$ cat src/rtl/mem_arbiter.sv
// Arbiter that lets one byte-wide RAM serve an instruction-fetch port and a load/store port.
// Word fetches and multi-byte data accesses are serialised into byte reads and writes.
module mem_arbiter #(
    parameter int ADDR_W = 17
) (
    input  logic              clk_i,
    input  logic              rst_ni,
    input  logic              if_req_i,
    input  logic [ADDR_W-1:0] if_addr_i,
    input  logic              if_abort_i,
    output logic [31:0]       if_data_o,
    output logic              if_done_o,
    input  logic              mem_req_i,
    input  logic              mem_wr_i,
    input  logic [ADDR_W-1:0] mem_addr_i,
    input  logic [1:0]        mem_len_i,
    input  logic [31:0]       mem_wdata_i,
    output logic [31:0]       mem_data_o,
    output logic              mem_done_o,
    input  logic              io_stall_i,
    input  logic [7:0]        ram_din_i,
    output logic [ADDR_W-1:0] ram_addr_o,
    output logic [7:0]        ram_dout_o,
    output logic              ram_wr_o,
    output logic              busy_o
);

    typedef enum logic [1:0] {IDLE, IF_RD, MEM_RD, MEM_WR} state_e;

    state_e            state_q;
    logic [2:0]        issueCnt_q;
    logic [2:0]        captureCnt_q;
    logic [2:0]        nBytes_q;
    logic [ADDR_W-1:0] ramAddr_q;
    logic [7:0]        ramDout_q;
    logic              ramWr_q;
    logic [31:0]       wdata_q;
    logic [31:0]       rdBuf_q;
    logic [31:0]       rdBuf_d;
    logic [31:0]       ifData_q;
    logic [31:0]       memData_q;
    logic              ifDone_q;
    logic              memDone_q;
    logic [2:0]        memBytes;

    always_comb begin
        memBytes = (mem_len_i == 2'd0) ? 3'd1 : (mem_len_i == 2'd1) ? 3'd2 : 3'd4;
    end

    // The byte returned this cycle belongs to the lane named by the capture counter.
    always_comb begin
        rdBuf_d = rdBuf_q;
        rdBuf_d[{captureCnt_q[1:0], 3'b000} +: 8] = ram_din_i;
    end

    always_ff @(posedge clk_i or negedge rst_ni) begin
        if (!rst_ni) begin
            state_q      <= IDLE;
            issueCnt_q   <= 3'd0;
            captureCnt_q <= 3'd0;
            nBytes_q     <= 3'd0;
            ramAddr_q    <= '0;
            ramDout_q    <= 8'd0;
            ramWr_q      <= 1'b0;
            wdata_q      <= 32'd0;
            rdBuf_q      <= 32'd0;
            ifData_q     <= 32'd0;
            memData_q    <= 32'd0;
            ifDone_q     <= 1'b0;
            memDone_q    <= 1'b0;
        end else begin
            ifDone_q  <= 1'b0;
            memDone_q <= 1'b0;
            case (state_q)
                IDLE: begin
                    if (mem_req_i) begin
                        state_q      <= mem_wr_i ? MEM_WR : MEM_RD;
                        ramAddr_q    <= mem_addr_i;
                        nBytes_q     <= memBytes;
                        wdata_q      <= mem_wdata_i;
                        ramWr_q      <= mem_wr_i;
                        if (mem_wr_i) ramDout_q <= mem_wdata_i[7:0];
                        issueCnt_q   <= 3'd1;
                        captureCnt_q <= 3'd0;
                        rdBuf_q      <= 32'd0;
                    end else if (if_req_i && !if_abort_i) begin
                        state_q      <= IF_RD;
                        ramAddr_q    <= if_addr_i;
                        nBytes_q     <= 3'd4;
                        issueCnt_q   <= 3'd1;
                        captureCnt_q <= 3'd0;
                        rdBuf_q      <= 32'd0;
                    end
                end
                IF_RD, MEM_RD: begin
                    if (state_q == IF_RD && if_abort_i) begin
                        state_q      <= IDLE;
                        issueCnt_q   <= 3'd0;
                        captureCnt_q <= 3'd0;
                    end else begin
                        // Issue runs one count past the last address so the final byte can land.
                        if (issueCnt_q < nBytes_q) ramAddr_q <= ramAddr_q + ADDR_W'(1);
                        issueCnt_q <= issueCnt_q + 3'd1;
                        if (issueCnt_q >= 3'd2) begin
                            rdBuf_q      <= rdBuf_d;
                            captureCnt_q <= captureCnt_q + 3'd1;
                        end
                        if (issueCnt_q == nBytes_q + 3'd1) begin
                            state_q      <= IDLE;
                            issueCnt_q   <= 3'd0;
                            captureCnt_q <= 3'd0;
                            if (state_q == IF_RD) begin
                                ifData_q <= rdBuf_d;
                                ifDone_q <= 1'b1;
                            end else begin
                                memData_q <= rdBuf_d;
                                memDone_q <= 1'b1;
                            end
                        end
                    end
                end
                MEM_WR: begin
                    if (!io_stall_i) begin
                        if (issueCnt_q == nBytes_q) begin
                            state_q    <= IDLE;
                            ramWr_q    <= 1'b0;
                            issueCnt_q <= 3'd0;
                            memDone_q  <= 1'b1;
                        end else begin
                            ramAddr_q  <= ramAddr_q + ADDR_W'(1);
                            ramDout_q  <= wdata_q[{issueCnt_q[1:0], 3'b000} +: 8];
                            issueCnt_q <= issueCnt_q + 3'd1;
                        end
                    end
                end
                default: state_q <= IDLE;
            endcase
        end
    end

    // Back-pressure must suppress the write strobe within the very cycle it is raised.
    assign ram_wr_o   = ramWr_q & ~((state_q == MEM_WR) & io_stall_i);
    assign ram_addr_o = ramAddr_q;
    assign ram_dout_o = ramDout_q;
    assign if_data_o  = ifData_q;
    assign if_done_o  = ifDone_q;
    assign mem_data_o = memData_q;
    assign mem_done_o = memDone_q;
    assign busy_o     = (state_q != IDLE);

endmodule

$ cat config.mk
export PLATFORM = sky130hd
export DESIGN_NAME = mem_arbiter
export DESIGN_NICKNAME = d
export VERILOG_FILES = /design/src/rtl/mem_arbiter.sv
export SDC_FILE = /design/constraint.sdc
export NUM_CORES = 1
export LEC_CHECK = 0
export BUFFER_PORTS_ARGS = -buffer_cell sky130_fd_sc_hd__buf_2
export CORE_MARGIN = 4
export CORE_UTILIZATION = 35
export DETAILED_ROUTE_END_ITERATION = 16
export PLACE_DENSITY = 0.57
export SLEW_MARGIN = 20
export SYNTH_ARGS = -nofsm -noshare
export SYNTH_HDL_FRONTEND = slang
export SYNTH_SLANG_ARGS = --single-unit
$ cat constraint.sdc
create_clock -name clk_i -period 3.1 [get_ports clk_i]
set_input_delay 0.62 -clock clk_i [delete_from_list [all_inputs] [get_ports clk_i]]
set_output_delay 0.62 -clock clk_i [all_outputs]
set_load 0.01 [all_outputs]
==> reports/qor.txt, run 1 <==
Int Pwr: 6415 uW
CTS clk-pin slew, worst paths: 0.08 ns
GR Util All Layers: 0.1637
Min-Delay Path Class: primary input to async pin
Die Ht: 160.8 um
Port Buffer Count: 175
Vias per Instance: 5.056
Leading cell type in the layout, fill and taps excluded: buf_2
Post-synthesis average cell area: 10.24 um^2
CP arrival: 3.04 ns
Number of synthesized register bits: 166
Vias in the first global route: 6,496
Clk sinks: 166
Worst setup margin: 0.3681 ns
Leak pwr: 0.004605 uW
Worst skew pair latency: 0.43 ns
Reg power frac: 0.347
DR iter-0 viols: 400
Worst path slowest cell: or4_1
Root buf cell: clkbuf_16
Initial core utilization: 0.3588
Worst EP required: 3.41 ns
CTS buffer count: 17
Row cnt: 55
Slew HR: 0.5915
Crit-path cells: inv_1 -> ha_1 -> nor2b_1 -> a221oi_2 -> nand3_1 -> and2_1 -> or4_1
Worst R2R Setup Slack: 0.37 ns
Post-synth EDFFs: 0
Post-Syn Nets: 898
Warnings, synthesis: 0
Status: finished, final reports clean
Via count: 6,497
Post-synthesis sequential area ratio: 0.5083
Tightest Pin Transition: 0.6075 ns
RSZ-0062 raised after global routing: no
CTS tree: yes
Final WL: 21,030 um
Most frequent cells in the layout: buf_2, dfrtp_1, a21oi_1
Fmax: 0.3660 GHz
Fill cell count: 2,241
Layout area overhead: 22.90%
Max Slew Vio Count: 0
R2R Path Start: state_q[0]
Highest cell delay on the worst timing path: 0.51 ns
Clk pwr share: 0.197
Placeable Area: 22,780 um^2
Worst Reg-to-Reg Cells: 7
Pwr dens: 1085 nW/um^2
Ports: 176
Post-Place Worst Slack: 0.3788 ns
Final #Nets: 1,059
DPL Wire Length: 14,730 um
Post-route ant nets: 0
IR drop worst, VDD: 0.4057 mV
Asr flop ratio synth: 1.000
Clock Path Buffers: 2
Total grt overflow: 0
Largest net degree at the start of global routing: 66
Crit Reg-Reg Endpoint: ram_addr_o[16]
Post-Synthesis Cells: 798
H-tree depth: 4
Hold_buf cts: 0
Postcts setup bufs: 0
Yosys cell types: 57
Top_reg_cell synth: dfrtp_1
Tmin final: 2.732 ns
Final setup fails: 0
Startpoint Class: register
First-pass iteration count of the detailed router: 4
Global-route wire length before repair: 34,680 um
CP Class: register to register
Initial antenna violation count: 1
Critical path fanouts, max: 9
Setup TNS after final layout: 0 ns
Max_cap viols: 0
Net Switching: 4481 uW
Final hold violation count: 0
Global placer's final weighted congestion: 0.8150
Final Cycle Share: 0.8813
Cell Area, Synth: 8173 um^2
Comb pwr share: 0.456
Die X: 160.8 um
Sw Ratio: 0.4113
CP Capture Type: register
Post-cts sizing count: 0
Final Power: 10,900 uW
Layout cells sized above 1: 0.2912
DIE AREA: 25,860 um^2
Residual DRC count: 0
Clk_skew: 0.01255 ns
Antenna Diode Count: 0
Post-layout util: 0.4410
Routed len/inst: 16.36 um
[cell type report]
type / instances / area (um^2) / area share
Multi-Input combinational cell: 560 / 3735 / 0.3718
Clock buffer: 17 / 425.4 / 0.04235
Tap cell: 313 / 391.6 / 0.03899
Sequential cell: 166 / 4154 / 0.4136
Timing Repair Buffer: 197 / 1097 / 0.1092
Inverter: 17 / 63.81 / 0.006353
Clock inverter: 15 / 177.7 / 0.01769
[critical path: cells and delay by family (launching register included)]
family	cells	cell delay, ns
simple gates	4	1.43
flops	1	0.40
buf+inv	1	0.10
fa+ha+maj	1	0.32
compound gates	1	0.37
[how the worst max path moves through the flow]
| stage | startpoint | cells after the start | slack [ns] | end |
|---|---|---|---|---|
| 2_1_floorplan | issueCnt_q[0] | 9 | 0.31 | ram_addr_o[11] |
| 3_3_place_gp | if_abort_i | 6 | 0.44 | ram_addr_o[16] |
| 3_5_place_dp | state_q[0] | 8 | 0.38 | rdBuf_q[29] |
| 4_1_cts | state_q[0] | 8 | 0.37 | rdBuf_q[30] |
| 5_1_grt | state_q[0] | 8 | 0.09 | rdBuf_q[29] |
| 6_report | state_q[0] | 7 | 0.37 | ram_addr_o[16] |
[synthesized netlist by cell type, drive strengths merged (7+ instances only)]
master | count | area, um^2
nor2b | 37 | 231.5
nor3 | 9 | 45.04
o22ai | 13 | 81.33
clkbuf | 29 | 111.4
a22oi | 9 | 67.56
a22o | 26 | 227.7
nand2 | 56 | 210.2
buf | 26 | 143.9
a21oi | 109 | 545.5
o21bai | 20 | 150.1
inv | 17 | 63.81
ha | 17 | 212.7
nor2 | 86 | 330.3
nor3b | 7 | 57.55
mux4 | 8 | 180.2
mux2 | 36 | 405.4
o21ai | 10 | 50.04
dfrtp | 166 | 4154
nand3 | 23 | 115.1
mux2i | 23 | 230.2
[routing by layer]
metal	vias up	part of all wire	global-route usage
li1	3197	-	-
met1	3115	0.48	0.2278
met2	166	0.45	0.2567
met3	17	0.060	0.04722
met4	2	0.011	0.03373
met5	-	0.00062	0
[kinds of logic after synthesis]
logic type / share of synthesized area
adder cells (fa/ha/maj): 0.02603
AND/OR/NAND/NOR: 0.1525
XOR/XNOR: 0.003980
flip-flops: 0.5083
AO/OA/AOI/OAI: 0.1704
buffers and inverters: 0.03904
multiplexers: 0.09982
[per-stage QoR]
stage                     area [um^2]  instances  hold slack (ns)
after global routing            10040       1285           0.1665
after CTS                       10040       1285           0.1560
after detailed placement         9442       1253           0.4823
after floorplan                  8173        798           0.3244
final                           10040       1285           0.1343
after global placement           9442       1253           0.4805
[power by group through the flow]
stage	clock network [uW]	logic, uW	registers, uW
final	2150	4970	3780
after global routing	2290	5550	3930
after CTS	2210	5040	3790
after detailed placement	0	5030	3820
after global placement	0	4960	3810
after floorplan	0	3190	3940
[state kept, by name, indices dropped and copies added, names as in the netlist]
signal and count:
mem_data_o 32, if_done_o 1, mem_done_o 1, issueCnt_q 3, captureCnt_q 2, nBytes_q 3, if_data_o 32, wdata_q 32
ram_addr_o 17, state_q 2, ram_dout_o 8, ramWr_q 1, rdBuf_q 32
No activity file was read; power rests on OpenSTA's default activity.
==> run 2, diff against run 1 <==
Settings changed: BUFFER_PORTS_ARGS -buffer_cell sky130_fd_sc_hd__buf_2 to -buffer_cell sky130_fd_sc_hd__buf_4.
==> run 2 against run 1 <==
Setup slack better by 0.085 ns; via count is 0.63% higher; critical endpoint unchanged; sequential power is 1% higher; clock power rose by 6%; largest cell class unchanged.
==> reports/qor.txt, run 2 (synthesis results as in run 1) <==
Status: finished, final reports clean
Die Ht: 160.8 um
Layout cells sized above 1: 0.2909
Pwr dens: 1080 nW/um^2
Critical path fanouts, max: 8
H-tree depth: 4
Min Hold Slack: 0.1113 ns
Via count: 6,538
CP Class: register to register
Final #Nets: 1,060
Initial core utilization: 0.3588
Tightest Pin Transition: 0.5926 ns
Fmax: 0.3778 GHz
Leak pwr: 0.004747 uW
Worst R2R Setup Slack: 0.45 ns
Post-cts sizing count: 0
First-pass iteration count of the detailed router: 7
CTS buffer count: 17
Postcts setup bufs: 0
Slew HR: 0.6042
DR iter-0 viols: 399
Global-route wire length before repair: 35,220 um
Startpoint Class: register
Hold_buf cts: 0
Max Slew Vio Count: 0
Final WL: 21,480 um
Routed len/inst: 16.70 um
Largest net degree at the start of global routing: 66
Die X: 160.8 um
Root buf cell: clkbuf_16
IR drop worst, VDD: 0.4191 mV
Placeable Area: 22,780 um^2
Worst skew pair latency: 0.44 ns
DIE AREA: 25,860 um^2
Post-route ant nets: 0
Total grt overflow: 0
CTS tree: yes
Port Buffer Count: 175
Clk sinks: 166
Post-route cell area: 10,500 um^2
Residual DRC count: 0
Clock Path Buffers: 2
Antenna Diode Count: 0
Vias per Instance: 5.084
Row cnt: 55
Tmin final: 2.647 ns
GR Util All Layers: 0.1671
CTS clk-pin slew, worst paths: 0.07 ns
CP Capture Type: register
Leading cell type in the layout, fill and taps excluded: buf_4
Vias in the first global route: 6,534
Ports: 176
Initial antenna violation count: 0
Area after DPL: 9872 um^2
Final Cycle Share: 0.8539
Clk_skew: 0.01717 ns
RSZ-0062 raised after global routing: no
Max_cap viols: 0
Global placer's final weighted congestion: 0.8460
Setup TNS after final layout: 0 ns
Final hold violation count: 0
Layout area overhead: 28.41%
Final Power: 11,340 uW
Most frequent cells in the layout: buf_4, dfrtp_1, a21oi_1
DPL Wire Length: 14,770 um
Worst EP required: 3.40 ns
CP arrival: 2.95 ns
Min-Delay Path Class: primary input to async pin
Final setup fails: 0
run 2: final cells by class:
type	count	area, um^2
Fill cell	2189	12280
Sequential cell	166	4154
Multi-Input combinational cell	560	3735
Timing Repair Buffer	198	1528
Clock buffer	18	429.2
Tap cell	313	391.6
Clock inverter	14	193.9
Inverter	17	63.81
run 2: worst paths after layout:
path	start	endpoint	depth (start not counted)
min in group clk_i	mem_len_i[1]	nBytes_q[0]	2
worst min register to register	rdBuf_q[5]	rdBuf_q[5]	1
worst min-delay path	rst_ni	mem_data_o[22]	1
worst max-delay path	state_q[0]	ram_addr_o[16]	7
max in group asynchronous	rst_ni	state_q[1]	2
worst max register to register	state_q[0]	ram_addr_o[16]	7
run 2: worst max-delay path, stage by stage (launching register included):
cell and delay (ns):
dfrtp_1 0.40, inv_1 0.10, ha_1 0.31, nor2b_1 0.22, a221oi_2 0.39, nand3_1 0.34, and2_1 0.27, or4_1 0.50
run 2: per-stage QoR:
| stage | instances | setup slack (ns) | util |
|---|---|---|---|
| global placement | 1254 | 0.5113 | 0.4334 |
| finish | 1286 | 0.4528 | 0.4608 |
| CTS | 1286 | 0.4684 | 0.4608 |
| detailed placement | 1254 | 0.4823 | 0.4334 |
| floorplan | 798 | 0.3062 | - |
| global route | 1286 | 0.2905 | 0.4608 |
run 2: metal layers:
metal,global-route usage,share of wire
met5,0,0
met4,0.03722,0.0088
met3,0.04978,0.068
met2,0.2657,0.46
met1,0.2270,0.46
run 2: report_power, final:
| part | total (uW) | switching [uW] | internal (uW) |
|---|---|---|---|
| clock network | 2280 | 983 | 1290 |
| registers | 3820 | 662 | 3160 |
| logic | 5240 | 2800 | 2450 |
| total | 11300 | 4440 | 6900 |
==> run 3, diff against run 2 <==
--- a/config.mk
+++ b/config.mk
@@ -12,2 +12,3 @@
 export PLACE_DENSITY = 0.57
+export REMOVE_ABC_BUFFERS = 1
 export SLEW_MARGIN = 20
--- a/constraint.sdc
+++ b/constraint.sdc
@@ -3,2 +3,2 @@
 set_output_delay 0.62 -clock clk_i [all_outputs]
-set_load 0.01 [all_outputs]
+set_load 0.02 [all_outputs]
==> run 3 against run 2 <==
Clock power is 4% higher; global-route usage down 0.41 points; clock skew decreased by 0.0088 ns; sequential power about the same; core utilization rose by 0.13 points; first-iteration DRC count rose by 18%; highest routed layer unchanged.
==> reports/qor.txt, run 3 (synthesis results as in run 1) <==
Fin cells: 1,283
Die Ht: 160.8 um
Placeable Area: 22,780 um^2
Port Buffer Count: 175
Startpoint Class: register
First-pass iteration count of the detailed router: 4
Vias per Instance: 5.044
Min-Delay Path Class: primary input to async pin
CP Class: register to register
IR drop worst, VDD: 0.4331 mV
Highest cell delay on the worst timing path: 0.47 ns
Worst skew pair latency: 0.43 ns
Global placer's final weighted congestion: 0.7852
Total grt overflow: 0
Post-Place Worst Slack: 0.4587 ns
Post-route cell area: 10,530 um^2
Via count: 6,471
Initial core utilization: 0.3588
Root buf cell: clkbuf_16
Final #Nets: 1,057
Status: finished, final reports clean
Vias in the first global route: 6,331
Largest net degree at the start of global routing: 79
Final WL: 21,230 um
Net Switching: 4851 uW
Placed cells: 1,251
Tmin final: 2.669 ns
Row cnt: 55
GR Util All Layers: 0.1630
Reg power frac: 0.320
DIE AREA: 25,860 um^2
Max_cap viols: 0
Postcts setup bufs: 0
Leading cell type in the layout, fill and taps excluded: buf_4
Worst EP required: 3.47 ns
Post-layout util: 0.4621
DR iter-0 viols: 471
Final Power: 11,890 uW
Final setup fails: 0
Final Cycle Share: 0.8609
Sw Ratio: 0.4081
Antenna Diode Count: 0
CTS buffer count: 17
Post-route ant nets: 0
Worst setup margin: 0.4312 ns
CTS tree: yes
Comb pwr share: 0.482
Final hold violation count: 0
CP Capture Type: register
Leak pwr: 0.004768 uW
Layout cells sized above 1: 0.2897
Die X: 160.8 um
RSZ-0062 raised after global routing: no
Max Slew Vio Count: 0
Clock Path Buffers: 2
Hold_buf cts: 0
H-tree depth: 4
CTS clk-pin slew, worst paths: 0.07 ns
Initial antenna violation count: 0
Global-route wire length before repair: 34,220 um
Slew HR: 0.4248
Area after DPL: 9874 um^2
DPL Wire Length: 14,780 um
Tightest Pin Transition: 0.8627 ns
Worst path slowest cell: or4_1
Ports: 176
Clk_skew: 0.008405 ns
Crit-path cells: inv_1 -> ha_1 -> and4_1 -> a221oi_2 -> nand3_1 -> buf_4 -> or4_1 -> nand3_1
Most frequent cells in the layout: buf_4, dfrtp_1, a21oi_1
Most used cell, CP: nand3_1
Residual DRC count: 0
Fill cell count: 2,159
Int Pwr: 7037 uW
R2R Path Start: issueCnt_q[0]
Fmax: 0.3747 GHz
Pwr dens: 1129 nW/um^2
Post-cts sizing count: 0
CP arrival: 3.04 ns
Critical path fanouts, max: 13
Routed len/inst: 16.55 um
Clk pwr share: 0.199
Layout area overhead: 28.78%
Worst setup path startpoint: issueCnt_q[0]
Clk sinks: 166
[run 3: changes by cell type in the layout (fill, tap and decap cells not counted), moves of 2 or more]
cell and change:
clkinvlp_4 -2, buf_4 -5, buf_12 +2, inv_8 +2, clkinv_4 -2
[run 3: final cells by class]
type / instances / area [um^2] / area share
repair buffers: 195 / 1530 / 0.1454
clock inverters: 14 / 211.5 / 0.02009
clock buffers: 18 / 439.2 / 0.04173
multi-input cells: 560 / 3735 / 0.3548
flip-flops and latches: 166 / 4154 / 0.3947
inverters: 17 / 63.81 / 0.006063
well taps: 313 / 391.6 / 0.03721
[run 3: per-layer routing]
layer	part of all wire	wire, um	global-route usage	up-vias
met5	0	0	0	-
li1	-	-	-	3187
met4	0.0083	176	0.03722	0
met2	0.45	9587	0.2531	169
met3	0.077	1641	0.05414	13
met1	0.46	9825	0.2228	3102
[run 3: path summary, 6_finish.rpt]
check	to	slack, ns	cells past startpoint
setup / recovery	ram_addr_o[8]	0.43	8
hold / removal	if_data_o[1]	0.24	1
setup reg to reg	ram_addr_o[8]	0.43	8
hold reg to reg	rdBuf_q[30]	0.50	2
max in group asynchronous	rdBuf_q[31]	2.13	2
min in group clk_i	nBytes_q[0]	0.38	2
[run 3: through the flow]
step           hold slack (ns)  setup TNS [ns]
6_report                0.2373               0
5_1_grt                 0.2896               0
4_1_cts                 0.2578               0
3_5_place_dp            0.4768               0
3_3_place_gp            0.4790               0
2_1_floorplan           0.3244          -71.60
[run 3: power groups by stage]
| stage | Clock, uW | Combinational (uW) | Sequential, uW |
|---|---|---|---|
| 2_1_floorplan | 0 | 2940 | 4410 |
| 5_1_grt | 2540 | 6280 | 3940 |
| 3_5_place_dp | 0 | 5810 | 3840 |
| 4_1_cts | 2430 | 5820 | 3810 |
| 3_3_place_gp | 0 | 5710 | 3830 |
| 6_report | 2360 | 5730 | 3800 |
[run 3: critical path: cells and delay by family (launching register included)]
kind | cells | cell delay, ns
compound gates | 1 | 0.32
fa+ha+maj | 1 | 0.30
buf+inv | 2 | 0.43
flops | 1 | 0.37
simple gates | 4 | 1.19
